===== src/rtl/imem_fetch_arbiter.sv =====
// imem_fetch_arbiter
//   Front end for the MIPS instruction memory. After reset it streams a
//   program into the memory write port, one word per accepted beat, until all
//   N = 2**L words are written. It then shares the single combinational read
//   port between the instruction fetch (port 0) and an auxiliary reader
//   (port 1) using round-robin arbitration with registered responses.
//
// Ports
//   clk, rst                    clock; asynchronous active-low reset
//   load_valid/load_data        program word stream
//   load_ready                  word accepted this cycle (LOAD state)
//   load_done                   high while in RUN
//   reload                      one-cycle pulse, restarts the program load
//   reqX_valid/reqX_addr        read request, addr is byte address [31:2]
//   reqX_ready                  request granted this cycle
//   rspX_valid/rspX_data        registered read response, one cycle after grant
//   mem_we/mem_waddr/mem_wdata  memory write port
//   mem_raddr/mem_rdata         memory read port (rdata combinational)
module imem_fetch_arbiter #(
  parameter int W = 32,
  parameter int L = 6
) (
  input  logic         clk,
  input  logic         rst,
  input  logic         load_valid,
  input  logic [W-1:0] load_data,
  output logic         load_ready,
  output logic         load_done,
  input  logic         reload,
  input  logic         req0_valid,
  input  logic [29:0]  req0_addr,
  output logic         req0_ready,
  output logic         rsp0_valid,
  output logic [W-1:0] rsp0_data,
  input  logic         req1_valid,
  input  logic [29:0]  req1_addr,
  output logic         req1_ready,
  output logic         rsp1_valid,
  output logic [W-1:0] rsp1_data,
  output logic         mem_we,
  output logic [L-1:0] mem_waddr,
  output logic [W-1:0] mem_wdata,
  output logic [L-1:0] mem_raddr,
  input  logic [W-1:0] mem_rdata
);

  localparam int       N         = 1 << L;
  localparam logic [L:0] WCNT_LAST = (L+1)'(N - 1);

  typedef enum logic {
    S_LOAD = 1'b0,
    S_RUN  = 1'b1
  } state_t;

  state_t       state, state_nxt;
  logic [L:0]   wcnt, wcnt_nxt;
  logic         last_grant, last_grant_nxt;
  logic         gnt0, gnt1;
  logic         load_accept;

  // Upper address bits are deliberately ignored so read indices wrap modulo N.
  logic unused_addr_hi;
  assign unused_addr_hi = ^{req0_addr[29:L], req1_addr[29:L]};

  always_comb begin
    state_nxt      = state;
    wcnt_nxt       = wcnt;
    last_grant_nxt = last_grant;
    gnt0           = 1'b0;
    gnt1           = 1'b0;
    load_accept    = 1'b0;
    case (state)
      S_LOAD: begin
        load_accept = load_valid;
        if (load_valid) begin
          wcnt_nxt = wcnt + 1'b1;
        end
        // Reload restarts the count even if a word lands this cycle; that word
        // is still written at the old index.
        if (reload) begin
          wcnt_nxt = '0;
        end else if (load_valid && (wcnt == WCNT_LAST)) begin
          state_nxt = S_RUN;
        end
      end
      S_RUN: begin
        if (reload) begin
          // Reload beats any request: no grant in this cycle.
          state_nxt = S_LOAD;
          wcnt_nxt  = '0;
        end else begin
          // last_grant = 1 means port 1 was served last, so port 0 wins a tie.
          if (req0_valid && (!req1_valid || last_grant)) begin
            gnt0 = 1'b1;
          end else if (req1_valid) begin
            gnt1 = 1'b1;
          end
          if (gnt0) last_grant_nxt = 1'b0;
          if (gnt1) last_grant_nxt = 1'b1;
        end
      end
      default: begin
        state_nxt = S_LOAD;
      end
    endcase
  end

  assign load_ready = (state == S_LOAD);
  assign load_done  = (state == S_RUN);
  assign req0_ready = gnt0;
  assign req1_ready = gnt1;

  // The write port is gated by reset so it reads idle while rst is held low,
  // even if a load word is being presented.
  assign mem_we    = load_accept & rst;
  assign mem_waddr = mem_we ? wcnt[L-1:0] : '0;
  assign mem_wdata = mem_we ? load_data : '0;
  assign mem_raddr = gnt0 ? req0_addr[L-1:0] :
                     gnt1 ? req1_addr[L-1:0] : '0;

  always_ff @(posedge clk or negedge rst) begin
    if (!rst) begin
      state      <= S_LOAD;
      wcnt       <= '0;
      last_grant <= 1'b1;
    end else begin
      state      <= state_nxt;
      wcnt       <= wcnt_nxt;
      last_grant <= last_grant_nxt;
    end
  end

  // Stage p0 -> p1: capture read data for the granted port.
  always_ff @(posedge clk or negedge rst) begin
    if (!rst) begin
      rsp0_valid <= 1'b0;
      rsp1_valid <= 1'b0;
      rsp0_data  <= '0;
      rsp1_data  <= '0;
    end else begin
      rsp0_valid <= gnt0;
      rsp1_valid <= gnt1;
      if (gnt0) rsp0_data <= mem_rdata;
      if (gnt1) rsp1_data <= mem_rdata;
    end
  end

endmodule


===== config.mk =====
export PLATFORM = sky130hd
export DESIGN_NAME = imem_fetch_arbiter
export DESIGN_NICKNAME = d
export VERILOG_FILES = /design/src/rtl/imem_fetch_arbiter.sv
export SDC_FILE = /design/constraint.sdc
export NUM_CORES = 1
export LEC_CHECK = 0
export BUFFER_PORTS_ARGS = -buffer_cell sky130_fd_sc_hd__buf_4
export CORE_AREA = 2 2 94 96
export CTS_CLUSTER_SIZE = 12
export DETAILED_ROUTE_END_ITERATION = 10
export DIE_AREA = 0 0 96 98
export PLACE_DENSITY = 0.8
export SLEW_MARGIN = 5
export SYNTH_ARGS = -nofsm -noshare
export SYNTH_HDL_FRONTEND = slang
export SYNTH_SLANG_ARGS = --single-unit
export TNS_END_PERCENT = 100

===== constraint.sdc =====
create_clock -name clk -period 1.95 [get_ports clk]
set_input_delay 0.2925 -clock clk [delete_from_list [all_inputs] [get_ports clk]]
set_output_delay 0.2925 -clock clk [all_outputs]
set_load 0.005 [all_outputs]

==> results.ini <==
[status]
status=completed

[floorplanning]
ioPinCount=245
floorplan.rows=34
die_w_um=96
start_util_pct=40.04
dieArea_um2=9408
fp.dieH_um=98
core-area_um2=8466

[route]
drt_iter0_drc=106
avgViaCountPerCell=4.781
ant_nets=0
drcViolationCount=0
vias=2663
drtPass1Iterations=4
wl_per_cell_um=16.55
drt-total-wl_um=9218

[timing]
min_period_over_period_pct=96.60
timing.hold.ws_ns=0.1703
fin_worst_skew_ns=0.01267
finalMaxSlewViolations=0
period_needed_ns=1.884
hold_violations=0
grt_setup_unrepaired=true
tightestPinTransition_ns=0.6549
slew_headroom_pct=56.34
setup-violations-final=0
max_freq_ghz=0.5309

[flow_run]
cap_viol_max_count=0

[clocking]
cts.path.max_buffers=2
cts_tree=done
clockRootBuffer=clkbuf_8
clk_pin_slew_ns=0.09
htree_levels=3
clock_latency_ns=0.34
clock_sinks=75
cts_buffers=9

[worst_setup_path]
cpPeakStageDelay_ns=0.56
cp.arrival_ns=1.59
required_ns=1.66
cpMaxStageDelayCell=dfstp_2
crit_chain=a21o_4, clkinvlp_4, a22o_1, buf_4
crit_type=reg -> out
cp-end-kind=output port
startpoint_type=register
r2r_setup_slack_ns=0.28
crit_fanout=8

[cells_and_area]
final_common_cell=buf_4
postLayoutCellArea_um2=5255
final.fill_count=678
final_util_pct=62.08
final_cell_mix=206 x buf_4, 73 x dfrtp_1, 38 x and3_1, 34 x mux2_2, 30 x mux2_4
n_antenna_cell=0
areaGrowthSynthToFinish_pct=55.04
fin_nets=575
drive_gt1_share_pct=65.92

[logic_synthesis]
synthesis.area_um2=3390
synthDistinctLibCells=33
synth_fa_ha_area_share_pct=0.3691
synth-xor-area-share_pct=0.5168
synth_top_family_by_area=multiplexers
avgSynthCellArea_um2=14.18
syn_nets=370
seq_area_frac_synth_pct=55.41
synth-simple-area-share_pct=10.41
synthCells=239
ys_ff_latch=75
ys_warn_count=0
synth-compound-area-share_pct=2.916
synth_mux_area_share_pct=25.54

[global_route]
track_usage_pct=19.28
gr-total-overflow=0
grt_pass1_vias=2643
antenna_found_initial=0
grt_first_pass_wirelength_um=13940
grt_max_degree=53

[power_and_ir_drop]
power.leakage_nw=3.004
vdd_drop_max_mv=0.4619
p_per_area_nw_per_um2=634.1
finalPower_w=0.003332

[placement]
dp_hpwl_um=6754
place.gp.congestion=0.7432
port_buffers=196
place_area_um2=4941

[min_path]
min_path_type=in -> reg

[synthesized netlist by cell type, drive strengths merged]
master | count | share of area, %
dfrtp | 74 | 55
mux2 | 66 | 25
and3 | 38 | 7.0
buf | 9 | 3.4
clkbuf | 9 | 1.0
a22o | 6 | 1.6
nor2 | 6 | 0.66
a21oi | 4 | 0.70
inv | 4 | 0.44
nand3b | 3 | 0.66
o21ai | 3 | 0.44
nand3 | 2 | 0.30
or3 | 2 | 0.37
a21o | 1 | 0.22
and2 | 1 | 0.18
and2b | 1 | 0.22
and4 | 1 | 0.26
dfstp | 1 | 0.78
ha | 1 | 0.37
mux2i | 1 | 0.30
nand2 | 1 | 0.11
nand4 | 1 | 0.18
nand4b | 1 | 0.26
nor2b | 1 | 0.18
xnor2 | 1 | 0.26
xor2 | 1 | 0.26
[final cells by class]
cell class | count | area [um^2] | share of cell area, %
Clock buffer | 10 | 127.6 | 2.429
Sequential cell | 75 | 1879 | 35.76
Multi-Input combinational cell | 142 | 1364 | 25.95
Tap cell | 108 | 135.1 | 2.571
Timing Repair Buffer | 212 | 1665 | 31.69
Clock inverter | 6 | 65.06 | 1.238
Inverter | 4 | 18.77 | 0.3571
[registers in the layout, indices dropped and copies added, names as in the netlist]
| register | cells |
|---|---|
| last_grant | 1 |
| load_done | 1 |
| rsp0_data | 32 |
| rsp0_valid | 1 |
| rsp1_data | 32 |
| rsp1_valid | 1 |
| wcnt | 7 |
[through the flow]
step | TNS [ns] | setup WS (ns) | std cells
after global routing | -0.09364 | -0.02872 | 557
final | 0 | 0.06637 | 557
after global placement | 0 | 0.2687 | 533
after floorplan | 0 | 0.4734 | 239
after detailed placement | 0 | 0.2533 | 533
after CTS | 0 | 0.03603 | 554
[metal layers]
metal | part of all wire, % | vias to the layer above | global-route usage (%)
li1 | - | 1256 | -
met1 | 44 | 1311 | 26.49
met2 | 49 | 90 | 29.97
met3 | 6.1 | 6 | 6.636
met4 | 0.57 | 0 | 3.297
met5 | 0 | - | 0
[final timing paths]
path | startpoint | to | depth (start not counted)
max reg2reg | last_grant | rsp0_data[6] | 5
max in group asynchronous | rst | rsp1_data[31] | 3
min | mem_rdata[1] | rsp0_data[1] | 2
max | last_grant | mem_raddr[2] | 4
min in group asynchronous | rst | wcnt[2] | 2
min reg2reg | rsp0_data[1] | rsp0_data[1] | 1
[where the power goes]
part / switching (W) / internal [W]
combinational: 0.000174 / 0.000313
sequential: 0.0000443 / 0.00163
clock: 0.000580 / 0.000594
total: 0.000798 / 0.00253
[critical path, delay by kind of cell (launching register included)]
kind,cells,cell delay (ns)
compound gates,2,0.39
flops,1,0.56
buf+inv,2,0.30
[logic make-up (layout without fill, tap and decap cells)]
group / after synthesis / after routing
AO/OA/AOI/OAI: 14 / 14
XOR/XNOR: 2 / 2
adder cells (fa/ha/maj): 1 / 1
buffers and inverters: 22 / 232
flip-flops: 75 / 75
multiplexers: 67 / 67
AND/OR/NAND/NOR: 58 / 58
[what timing repair did]
item | 4_1_cts | 5_1_grt
hold buffers | 1 | 0
gates resized for setup | 2 | 3
buffers inserted | 3 | 2
hold endpoints to repair | 4 | 0
gates cloned | 1 | 1
pin swaps | 1 | 5
setup endpoints to repair | 6 | 15
No activity file was read; power rests on OpenSTA's default activity.
